## src/rtl/id_ex_pipe_if.sv

```systemverilog
// id_ex_pipe_if -- bundle between the ID stage and the ID/EX pipeline register.
//
// Purpose: carries the decoded ID-side instruction (datapath fields and
// control bits) into the pipeline register, and the registered EX-side
// copies (*_store, ex_valid) back out to the execute stage.
//
// Modports:
//   master : ID-side driver; drives the ID fields, observes the EX copies.
//   slave  : pipeline register; consumes the ID fields, drives the EX copies.
interface id_ex_pipe_if #(
  parameter int XLEN   = 64,
  parameter int REGW   = 5,
  parameter int FUNCTW = 4,
  parameter int ALUOPW = 2
) ();

  // ID-side instruction
  logic              id_valid;
  logic [XLEN-1:0]   PC_addr;
  logic [XLEN-1:0]   read_data1;
  logic [XLEN-1:0]   read_data2;
  logic [XLEN-1:0]   imm_val;
  logic [FUNCTW-1:0] funct_in;
  logic [ALUOPW-1:0] ALU_op;
  logic [REGW-1:0]   rd_in;
  logic [REGW-1:0]   rs1_in;
  logic [REGW-1:0]   rs2_in;
  logic              MemtoReg;
  logic              RegWrite;
  logic              Branch;
  logic              MemWrite;
  logic              MemRead;
  logic              ALUSrc;

  // EX-side registered copies
  logic              ex_valid;
  logic [XLEN-1:0]   PC_addr_store;
  logic [XLEN-1:0]   read_data1_store;
  logic [XLEN-1:0]   read_data2_store;
  logic [XLEN-1:0]   imm_val_store;
  logic [FUNCTW-1:0] funct_in_store;
  logic [ALUOPW-1:0] ALU_op_store;
  logic [REGW-1:0]   rd_in_store;
  logic [REGW-1:0]   rs1_in_store;
  logic [REGW-1:0]   rs2_in_store;
  logic              MemtoReg_store;
  logic              RegWrite_store;
  logic              Branch_store;
  logic              MemWrite_store;
  logic              MemRead_store;
  logic              ALUSrc_store;

  modport master (
    output id_valid, PC_addr, read_data1, read_data2, imm_val, funct_in, ALU_op,
           rd_in, rs1_in, rs2_in, MemtoReg, RegWrite, Branch, MemWrite, MemRead, ALUSrc,
    input  ex_valid, PC_addr_store, read_data1_store, read_data2_store, imm_val_store,
           funct_in_store, ALU_op_store, rd_in_store, rs1_in_store, rs2_in_store,
           MemtoReg_store, RegWrite_store, Branch_store, MemWrite_store, MemRead_store,
           ALUSrc_store
  );

  modport slave (
    input  id_valid, PC_addr, read_data1, read_data2, imm_val, funct_in, ALU_op,
           rd_in, rs1_in, rs2_in, MemtoReg, RegWrite, Branch, MemWrite, MemRead, ALUSrc,
    output ex_valid, PC_addr_store, read_data1_store, read_data2_store, imm_val_store,
           funct_in_store, ALU_op_store, rd_in_store, rs1_in_store, rs2_in_store,
           MemtoReg_store, RegWrite_store, Branch_store, MemWrite_store, MemRead_store,
           ALUSrc_store
  );

endinterface

```

## src/rtl/id_ex_pipe.sv

```systemverilog
// id_ex_pipe -- ID/EX pipeline register with load-use hazard detection.
//
// Purpose: registers the decoded instruction between ID and EX, inserts a
// one-cycle bubble on a load-use hazard, kills the entering instruction on
// flush, freezes on a downstream stall, and counts bubbles and flushes.
//
// Ports:
//   clk           : single clock, rising edge
//   reset         : synchronous, active-high
//   flush         : kill the instruction entering EX (taken branch)
//   stall_ext     : downstream hold, EX register keeps its contents
//   bus           : id_ex_pipe_if.slave, ID fields in / *_store + ex_valid out
//   hold_upstream : combinational, PC and IF/ID must not advance
//   load_use      : combinational, load-use hazard this cycle
//   bubble_cnt    : saturating count of inserted bubbles
//   flush_cnt     : saturating count of flushes
module id_ex_pipe #(
  parameter int XLEN   = 64,
  parameter int REGW   = 5,
  parameter int FUNCTW = 4,
  parameter int ALUOPW = 2,
  parameter int CNTW   = 16
) (
  input  logic             clk,
  input  logic             reset,
  input  logic             flush,
  input  logic             stall_ext,
  id_ex_pipe_if.slave      bus,
  output logic             hold_upstream,
  output logic             load_use,
  output logic [CNTW-1:0]  bubble_cnt,
  output logic [CNTW-1:0]  flush_cnt
);

  // Control bits packed as {MemtoReg, RegWrite, Branch, MemWrite, MemRead, ALUSrc}
  localparam int CTLW = 6;
  localparam int CTL_MEMREAD = 1;

  logic [CTLW-1:0]   ctl_in;
  logic [CTLW-1:0]   ctl_q,       ctl_d;
  logic              valid_q,     valid_d;
  logic [XLEN-1:0]   pc_q,        pc_d;
  logic [XLEN-1:0]   rdata1_q,    rdata1_d;
  logic [XLEN-1:0]   rdata2_q,    rdata2_d;
  logic [XLEN-1:0]   imm_q,       imm_d;
  logic [FUNCTW-1:0] funct_q,     funct_d;
  logic [ALUOPW-1:0] aluop_q,     aluop_d;
  logic [REGW-1:0]   rd_q,        rd_d;
  logic [REGW-1:0]   rs1_q,       rs1_d;
  logic [REGW-1:0]   rs2_q,       rs2_d;
  logic [CNTW-1:0]   bubble_q,    bubble_d;
  logic [CNTW-1:0]   flushc_q,    flushc_d;
  logic              hazard;

  assign ctl_in = {bus.MemtoReg, bus.RegWrite, bus.Branch,
                   bus.MemWrite, bus.MemRead, bus.ALUSrc};

  // x0 is never a real destination, so a load into x0 cannot create a hazard.
  assign hazard = valid_q & ctl_q[CTL_MEMREAD] & bus.id_valid & (rd_q != '0) &
                  ((rd_q == bus.rs1_in) | (rd_q == bus.rs2_in));

  assign load_use      = hazard;
  // A flush discards the ID instruction anyway, so upstream may advance.
  assign hold_upstream = (stall_ext | hazard) & ~flush;

  always_comb begin
    ctl_d    = ctl_q;
    valid_d  = valid_q;
    pc_d     = pc_q;
    rdata1_d = rdata1_q;
    rdata2_d = rdata2_q;
    imm_d    = imm_q;
    funct_d  = funct_q;
    aluop_d  = aluop_q;
    rd_d     = rd_q;
    rs1_d    = rs1_q;
    rs2_d    = rs2_q;
    bubble_d = bubble_q;
    flushc_d = flushc_q;

    if (flush) begin
      ctl_d    = '0;
      valid_d  = 1'b0;
      pc_d     = '0;
      rdata1_d = '0;
      rdata2_d = '0;
      imm_d    = '0;
      funct_d  = '0;
      aluop_d  = '0;
      rd_d     = '0;
      rs1_d    = '0;
      rs2_d    = '0;
      flushc_d = (flushc_q == {CNTW{1'b1}}) ? flushc_q : flushc_q + 1'b1;
    end else if (stall_ext) begin
      // hold: defaults keep every register
    end else begin
      // Datapath fields follow the ID stage for both bubble and load.
      pc_d     = bus.PC_addr;
      rdata1_d = bus.read_data1;
      rdata2_d = bus.read_data2;
      imm_d    = bus.imm_val;
      funct_d  = bus.funct_in;
      rd_d     = bus.rd_in;
      rs1_d    = bus.rs1_in;
      rs2_d    = bus.rs2_in;
      if (hazard) begin
        ctl_d    = '0;
        aluop_d  = '0;
        valid_d  = 1'b0;
        bubble_d = (bubble_q == {CNTW{1'b1}}) ? bubble_q : bubble_q + 1'b1;
      end else begin
        // An invalid slot must never write the register file or memory.
        ctl_d   = bus.id_valid ? ctl_in : '0;
        aluop_d = bus.ALU_op;
        valid_d = bus.id_valid;
      end
    end
  end

  always_ff @(posedge clk) begin
    if (reset) begin
      ctl_q    <= '0;
      valid_q  <= 1'b0;
      pc_q     <= '0;
      rdata1_q <= '0;
      rdata2_q <= '0;
      imm_q    <= '0;
      funct_q  <= '0;
      aluop_q  <= '0;
      rd_q     <= '0;
      rs1_q    <= '0;
      rs2_q    <= '0;
      bubble_q <= '0;
      flushc_q <= '0;
    end else begin
      ctl_q    <= ctl_d;
      valid_q  <= valid_d;
      pc_q     <= pc_d;
      rdata1_q <= rdata1_d;
      rdata2_q <= rdata2_d;
      imm_q    <= imm_d;
      funct_q  <= funct_d;
      aluop_q  <= aluop_d;
      rd_q     <= rd_d;
      rs1_q    <= rs1_d;
      rs2_q    <= rs2_d;
      bubble_q <= bubble_d;
      flushc_q <= flushc_d;
    end
  end

  assign bus.ex_valid         = valid_q;
  assign bus.PC_addr_store    = pc_q;
  assign bus.read_data1_store = rdata1_q;
  assign bus.read_data2_store = rdata2_q;
  assign bus.imm_val_store    = imm_q;
  assign bus.funct_in_store   = funct_q;
  assign bus.ALU_op_store     = aluop_q;
  assign bus.rd_in_store      = rd_q;
  assign bus.rs1_in_store     = rs1_q;
  assign bus.rs2_in_store     = rs2_q;
  assign bus.MemtoReg_store   = ctl_q[5];
  assign bus.RegWrite_store   = ctl_q[4];
  assign bus.Branch_store     = ctl_q[3];
  assign bus.MemWrite_store   = ctl_q[2];
  assign bus.MemRead_store    = ctl_q[1];
  assign bus.ALUSrc_store     = ctl_q[0];

  assign bubble_cnt = bubble_q;
  assign flush_cnt  = flushc_q;

endmodule

```

## src/flat_wrapper.sv

```systemverilog
// flat-port wrapper written by rule: the top's interface ports become plain ports
module id_ex_pipe_flat 
#(
  parameter int XLEN   = 64,
  parameter int REGW   = 5,
  parameter int FUNCTW = 4,
  parameter int ALUOPW = 2,
  parameter int CNTW   = 16
)
  (clk, reset, flush, stall_ext, hold_upstream, load_use, bubble_cnt, flush_cnt, bus_id_valid, bus_PC_addr, bus_read_data1, bus_read_data2, bus_imm_val, bus_funct_in, bus_ALU_op, bus_rd_in, bus_rs1_in, bus_rs2_in, bus_MemtoReg, bus_RegWrite, bus_Branch, bus_MemWrite, bus_MemRead, bus_ALUSrc, bus_ex_valid, bus_PC_addr_store, bus_read_data1_store, bus_read_data2_store, bus_imm_val_store, bus_funct_in_store, bus_ALU_op_store, bus_rd_in_store, bus_rs1_in_store, bus_rs2_in_store, bus_MemtoReg_store, bus_RegWrite_store, bus_Branch_store, bus_MemWrite_store, bus_MemRead_store, bus_ALUSrc_store);
  id_ex_pipe_if #(.XLEN(XLEN), .REGW(REGW), .FUNCTW(FUNCTW), .ALUOPW(ALUOPW)) bus_i ();
  input  logic clk;
  input  logic reset;
  input  logic flush;
  input  logic stall_ext;
  output logic hold_upstream;
  output logic load_use;
  output logic [CNTW-1:0] bubble_cnt;
  output logic [CNTW-1:0] flush_cnt;
  input wire logic [$bits(bus_i.id_valid)-1:0] bus_id_valid;
  input wire logic [$bits(bus_i.PC_addr)-1:0] bus_PC_addr;
  input wire logic [$bits(bus_i.read_data1)-1:0] bus_read_data1;
  input wire logic [$bits(bus_i.read_data2)-1:0] bus_read_data2;
  input wire logic [$bits(bus_i.imm_val)-1:0] bus_imm_val;
  input wire logic [$bits(bus_i.funct_in)-1:0] bus_funct_in;
  input wire logic [$bits(bus_i.ALU_op)-1:0] bus_ALU_op;
  input wire logic [$bits(bus_i.rd_in)-1:0] bus_rd_in;
  input wire logic [$bits(bus_i.rs1_in)-1:0] bus_rs1_in;
  input wire logic [$bits(bus_i.rs2_in)-1:0] bus_rs2_in;
  input wire logic [$bits(bus_i.MemtoReg)-1:0] bus_MemtoReg;
  input wire logic [$bits(bus_i.RegWrite)-1:0] bus_RegWrite;
  input wire logic [$bits(bus_i.Branch)-1:0] bus_Branch;
  input wire logic [$bits(bus_i.MemWrite)-1:0] bus_MemWrite;
  input wire logic [$bits(bus_i.MemRead)-1:0] bus_MemRead;
  input wire logic [$bits(bus_i.ALUSrc)-1:0] bus_ALUSrc;
  output wire logic [$bits(bus_i.ex_valid)-1:0] bus_ex_valid;
  output wire logic [$bits(bus_i.PC_addr_store)-1:0] bus_PC_addr_store;
  output wire logic [$bits(bus_i.read_data1_store)-1:0] bus_read_data1_store;
  output wire logic [$bits(bus_i.read_data2_store)-1:0] bus_read_data2_store;
  output wire logic [$bits(bus_i.imm_val_store)-1:0] bus_imm_val_store;
  output wire logic [$bits(bus_i.funct_in_store)-1:0] bus_funct_in_store;
  output wire logic [$bits(bus_i.ALU_op_store)-1:0] bus_ALU_op_store;
  output wire logic [$bits(bus_i.rd_in_store)-1:0] bus_rd_in_store;
  output wire logic [$bits(bus_i.rs1_in_store)-1:0] bus_rs1_in_store;
  output wire logic [$bits(bus_i.rs2_in_store)-1:0] bus_rs2_in_store;
  output wire logic [$bits(bus_i.MemtoReg_store)-1:0] bus_MemtoReg_store;
  output wire logic [$bits(bus_i.RegWrite_store)-1:0] bus_RegWrite_store;
  output wire logic [$bits(bus_i.Branch_store)-1:0] bus_Branch_store;
  output wire logic [$bits(bus_i.MemWrite_store)-1:0] bus_MemWrite_store;
  output wire logic [$bits(bus_i.MemRead_store)-1:0] bus_MemRead_store;
  output wire logic [$bits(bus_i.ALUSrc_store)-1:0] bus_ALUSrc_store;
  assign bus_i.id_valid = bus_id_valid;
  assign bus_i.PC_addr = bus_PC_addr;
  assign bus_i.read_data1 = bus_read_data1;
  assign bus_i.read_data2 = bus_read_data2;
  assign bus_i.imm_val = bus_imm_val;
  assign bus_i.funct_in = bus_funct_in;
  assign bus_i.ALU_op = bus_ALU_op;
  assign bus_i.rd_in = bus_rd_in;
  assign bus_i.rs1_in = bus_rs1_in;
  assign bus_i.rs2_in = bus_rs2_in;
  assign bus_i.MemtoReg = bus_MemtoReg;
  assign bus_i.RegWrite = bus_RegWrite;
  assign bus_i.Branch = bus_Branch;
  assign bus_i.MemWrite = bus_MemWrite;
  assign bus_i.MemRead = bus_MemRead;
  assign bus_i.ALUSrc = bus_ALUSrc;
  assign bus_ex_valid = bus_i.ex_valid;
  assign bus_PC_addr_store = bus_i.PC_addr_store;
  assign bus_read_data1_store = bus_i.read_data1_store;
  assign bus_read_data2_store = bus_i.read_data2_store;
  assign bus_imm_val_store = bus_i.imm_val_store;
  assign bus_funct_in_store = bus_i.funct_in_store;
  assign bus_ALU_op_store = bus_i.ALU_op_store;
  assign bus_rd_in_store = bus_i.rd_in_store;
  assign bus_rs1_in_store = bus_i.rs1_in_store;
  assign bus_rs2_in_store = bus_i.rs2_in_store;
  assign bus_MemtoReg_store = bus_i.MemtoReg_store;
  assign bus_RegWrite_store = bus_i.RegWrite_store;
  assign bus_Branch_store = bus_i.Branch_store;
  assign bus_MemWrite_store = bus_i.MemWrite_store;
  assign bus_MemRead_store = bus_i.MemRead_store;
  assign bus_ALUSrc_store = bus_i.ALUSrc_store;
  id_ex_pipe #(.XLEN(XLEN), .REGW(REGW), .FUNCTW(FUNCTW), .ALUOPW(ALUOPW), .CNTW(CNTW)) u_core (.clk(clk), .reset(reset), .flush(flush), .stall_ext(stall_ext), .bus(bus_i), .hold_upstream(hold_upstream), .load_use(load_use), .bubble_cnt(bubble_cnt), .flush_cnt(flush_cnt));
endmodule
```

## config.mk

```make
export PLATFORM = sky130hd
export DESIGN_NAME = id_ex_pipe_flat
export DESIGN_NICKNAME = d
export VERILOG_FILES = /design/src/rtl/id_ex_pipe_if.sv /design/src/rtl/id_ex_pipe.sv /design/src/flat_wrapper.sv
export SDC_FILE = /design/constraint.sdc
export NUM_CORES = 1
export LEC_CHECK = 0
export CORE_AREA = 2 2 234 236
export CTS_BUF_LIST = sky130_fd_sc_hd__clkbuf_2
export CTS_CLUSTER_SIZE = 28
export DETAILED_ROUTE_END_ITERATION = 10
export DIE_AREA = 0 0 236 238
export PLACE_DENSITY = 0.45
export SLEW_MARGIN = 10
export SYNTH_ARGS = -nofsm -noshare
export SYNTH_HDL_FRONTEND = slang
export SYNTH_SLANG_ARGS = --single-unit
```

## constraint.sdc

```tcl
create_clock -name clk -period 5.1 [get_ports clk]
set_input_delay 1.02 -clock clk [delete_from_list [all_inputs] [get_ports clk]]
set_output_delay 1.02 -clock clk [all_outputs]
set_load 0.01 [all_outputs]
```

==> qor.yml, run 1 <==
yosys:
  async_reset_ff_frac: 0
  seq_area_frac_synth: 0.549
  ys_warn_count: 0
  synth_cell_types: 44
  synth-edff-count: 0
  ys.flop_type: "dfxtp_1"
  synth_area_um2: 11500
  syn_nets: 1409
  syn_inst: 1119
  ys_ff_latch: 316
  avgSynthCellArea_um2: 10.3
hold_path:
  hold_path_class: "flop to flop"
die:
  dieWidth_um: 236
  coreArea_um2: 53500
  die_height_um: 238
  dieArea_um2: 56200
  ios: 606
  start_util: 0.215
  rows: 85
routing:
  dr_total_vias: 10400
  vias_per_cell: 4.12
  drtAntennaViolNets: 0
  dr.pass1.iters: 5
  drcViolationCount: 0
  routedWlPerCell_um: 17.5
  drt-total-wl_um: 44100
  drt_first_iter_violations: 324
power_and_ir_drop:
  peakVddDrop_v: 0.000132
  clock_power_share: 0.360
  p_leak_nw: 7.78
  p_comb_frac: 0.140
  p_int_mw: 3.73
  power_mw: 5.16
  seqPwrFrac: 0.500
  cellPowerDensity_nw_per_um2: 270
  switching_share: 0.278
  switchingPower_mw: 1.44
cts:
  cts_max_level: 3
  cts_resized: 0
  cts_buffers: 93
  cts_buffer_depth: 3
  clk_latency_ns: 1.02
  cts.sinks: 316
  clkSlewWorstSetupHoldPaths_ns: 0.09
  post_cts_buffers: 0
  cts_hold_buf: 0
  root_buffer: "clkbuf_2"
  cts_tree: "built"
setup_path:
  worstSetupPathType: "flop to output pin"
  r2r_end: "u_core.bubble_cnt[9]"
  cpPeakStageDelay_ns: 0.56
  end_kind: "output pin"
  arrival_ns: 3.34
  cp.depth: 6
  startpoint_type: "flop"
  crit_start: "u_core.bus.rd_in_store[1]"
  crit_family: "buffers and inverters"
  crit_chain: "xnor2_1 > nand3_1 > o22ai_2 > nand2_1 > a21oi_1 > clkdlybuf4s50_1"
  crit_required_ns: 4.08
  rr_worst_depth: 6
  critPathCapture: "hold_upstream"
  path_buf_inv: 1
  critPathMaxFanout: 11
  worst_r2r_startpoint: "u_core.bus.rd_in_store[1]"
  ff2ff_setup_slack_ns: 2.70
  crit_slowest_cell: "clkdlybuf4s50_1"
place:
  dp_hpwl_um: 32500
  place_ws_ns: 0.799
  io_buffer_count: 605
  place_congestion: 0.794
timing:
  worst_pin_slew_ns: 0.818
  finalHoldViolations: 0
  fin_crit_ns: 4.36
  final.period_utilization: 0.854
  fin_hold_ws_ns: 0.469
  rsz0062_at_grt: "false"
  fin_ws_ns: 0.745
  fmax_mhz: 230
  setup_viol: 0
  finalSetupTns_ns: 0
  slew_viol_final: 0
  slew_headroom: 0.455
  fin_skew_ns: 0.0841
global_route:
  grtUsageMet2: 0.263
  antenna_found_initial: 3
  top_usage_layer: "met2"
  track_usage: 0.152
  overflow: 0
  grt_start_max_net_pins: 107
  use_met1: 0.157
  grt_pass1_wl_um: 64800
  grtUsageMet3: 0.0766
  grt_pass1_vias: 10700
finish:
  layout-drive-gt1-share: 0.0879
  nets: 2050
  post-route-util: 0.357
  area_growth_syn_to_layout_pct: 66.0
job:
  cap_violations: 0
run_status:
  outcome: "finished, final reports clean"
## routing by layer
layer / part of all wire / wire length [um] / vias to the layer above
met1: 0.38 / 16700 / 4819
met4: 0.020 / 874 / 2
li1: - / - / 5109
met2: 0.49 / 21800 / 390
met3: 0.11 / 4790 / 54
met5: 0.00029 / 13 / -
## tightest hold or removal path, cell delays in order, from the launching register on
cell	delay, ns
dfxtp_1	0.32
nand2_1	0.06
a21oi_1	0.05
## logic make-up (layout without fill, tap and decap cells)
logic type      count (synthesis)  after routing  share of synthesized area
mux                           279            279                      0.243
simple gates                  384            384                      0.139
other cells                     0              4                          0
buf+inv                        76            778                     0.0256
flops                         316            316                      0.549
fa+ha+maj                       2              2                    0.00217
compound gates                 38             38                     0.0224
xor+xnor                       24             24                     0.0183
## per-stage QoR
stage | cell area, um^2 | instances
2_1_floorplan | 11500 | 1119
3_3_place_gp | 18300 | 2361
3_5_place_dp | 18300 | 2361
4_1_cts | 19100 | 2517
5_1_grt | 19100 | 2518
6_report | 19100 | 2521
## cells in the mapped netlist, types with 2 or more instances
cell      number  share of area
a31oi_1        4         0.0022
mux2i_1      277           0.24
a21oi_1       11         0.0048
buf_2          2        0.00087
mux2_1         2         0.0020
a32oi_1        6         0.0046
nor2_1       306           0.10
nor3_1         6         0.0026
inv_1          6         0.0020
nor2b_1        3         0.0016
o31ai_1        2         0.0013
nor4_1         4         0.0022
xnor2_1       13         0.0099
or2_2          2         0.0011
or4_1          2         0.0013
clkbuf_1      60          0.020
o21ai_0        3         0.0013
nand2_1       17         0.0055
nand4_1        8         0.0043
dfxtp_1      316           0.55
xor2_1        11         0.0084
or3_1          3         0.0016
and4_1         4         0.0030
nand3_1       18         0.0078
ha_1           2         0.0022
o21ai_1        3         0.0013
o41ai_1        2         0.0015
and3_1         4         0.0022
buf_1          7         0.0023
## layout make-up
cell class | instances | area (um^2)
diodes | 4 | 10.0
clock buffers | 134 | 671
clock inverters | 22 | 124
fillers | 5559 | 34400
inverters | 6 | 22.5
multi-input cells | 727 | 4900
flip-flops and latches | 316 | 6330
well taps | 696 | 871
repair buffers | 616 | 6190
## cell usage in the layout, fill, tap and decap left out, types with 3 or more instances in the layout
| master | count |
|---|---|
| nand2_1 | 17 |
| clkinv_1 | 15 |
| a32oi_1 | 6 |
| a21oi_1 | 11 |
| o21ai_1 | 3 |
| nor2b_1 | 3 |
| and4_1 | 4 |
| inv_1 | 6 |
| clkbuf_2 | 134 |
| clkdlybuf4s50_1 | 604 |
| nor4_1 | 4 |
| nor2_1 | 306 |
| nand4_1 | 8 |
| buf_12 | 4 |
| nor3_1 | 6 |
| mux2i_1 | 277 |
| dfxtp_1 | 316 |
| a31oi_1 | 4 |
| xnor2_1 | 13 |
| o21ai_0 | 3 |
| or3_1 | 3 |
| and3_1 | 4 |
| xor2_1 | 11 |
| buf_4 | 7 |
| diode_2 | 4 |
| nand3_1 | 18 |
## how the worst min path moves through the flow
stage | startpoint | cells after the start | slack, ns | to
2_1_floorplan | u_core.bus.ALU_op_store[0] | 2 | 0.49 | u_core.bus.ALU_op_store[0]
3_3_place_gp | u_core.bus.ALU_op_store[1] | 2 | 0.46 | u_core.bus.ALU_op_store[1]
3_5_place_dp | u_core.bus.ALU_op_store[1] | 2 | 0.46 | u_core.bus.ALU_op_store[1]
4_1_cts | bus_PC_addr[23] | 3 | 0.37 | u_core.bus.PC_addr_store[23]
5_1_grt | bus_PC_addr[7] | 3 | 0.45 | u_core.bus.PC_addr_store[7]
6_report | u_core.bus.ALU_op_store[1] | 2 | 0.47 | u_core.bus.ALU_op_store[1]
## sequential cells by signal (all words and copies together) (netlist names), 6 cells and up
register and count:
u_core.bubble_cnt 16, u_core.bus.PC_addr_store 64, u_core.bus.imm_val_store 64, u_core.bus.read_data1_store 64, u_core.bus.read_data2_store 64, u_core.ctl_q 6
u_core.flush_cnt 16
## power by group through the flow
stage               Clock, mW  Sequential (mW)  Combinational [mW]
CTS                      2.01             2.58               0.736
detailed placement          0             2.64               0.732
floorplan                   0             2.67               0.248
global route             2.13             2.59               0.776
global placement            0             2.64               0.731
finish                   1.86             2.58               0.722
(Power assumes the default switching activity.)
==> run 2, diff against run 1 <==
- SKIP_LAST_GASP: not set -> 1
==> results of run 2 <==
Final layout, timing and power as in run 1 (identical DEF).
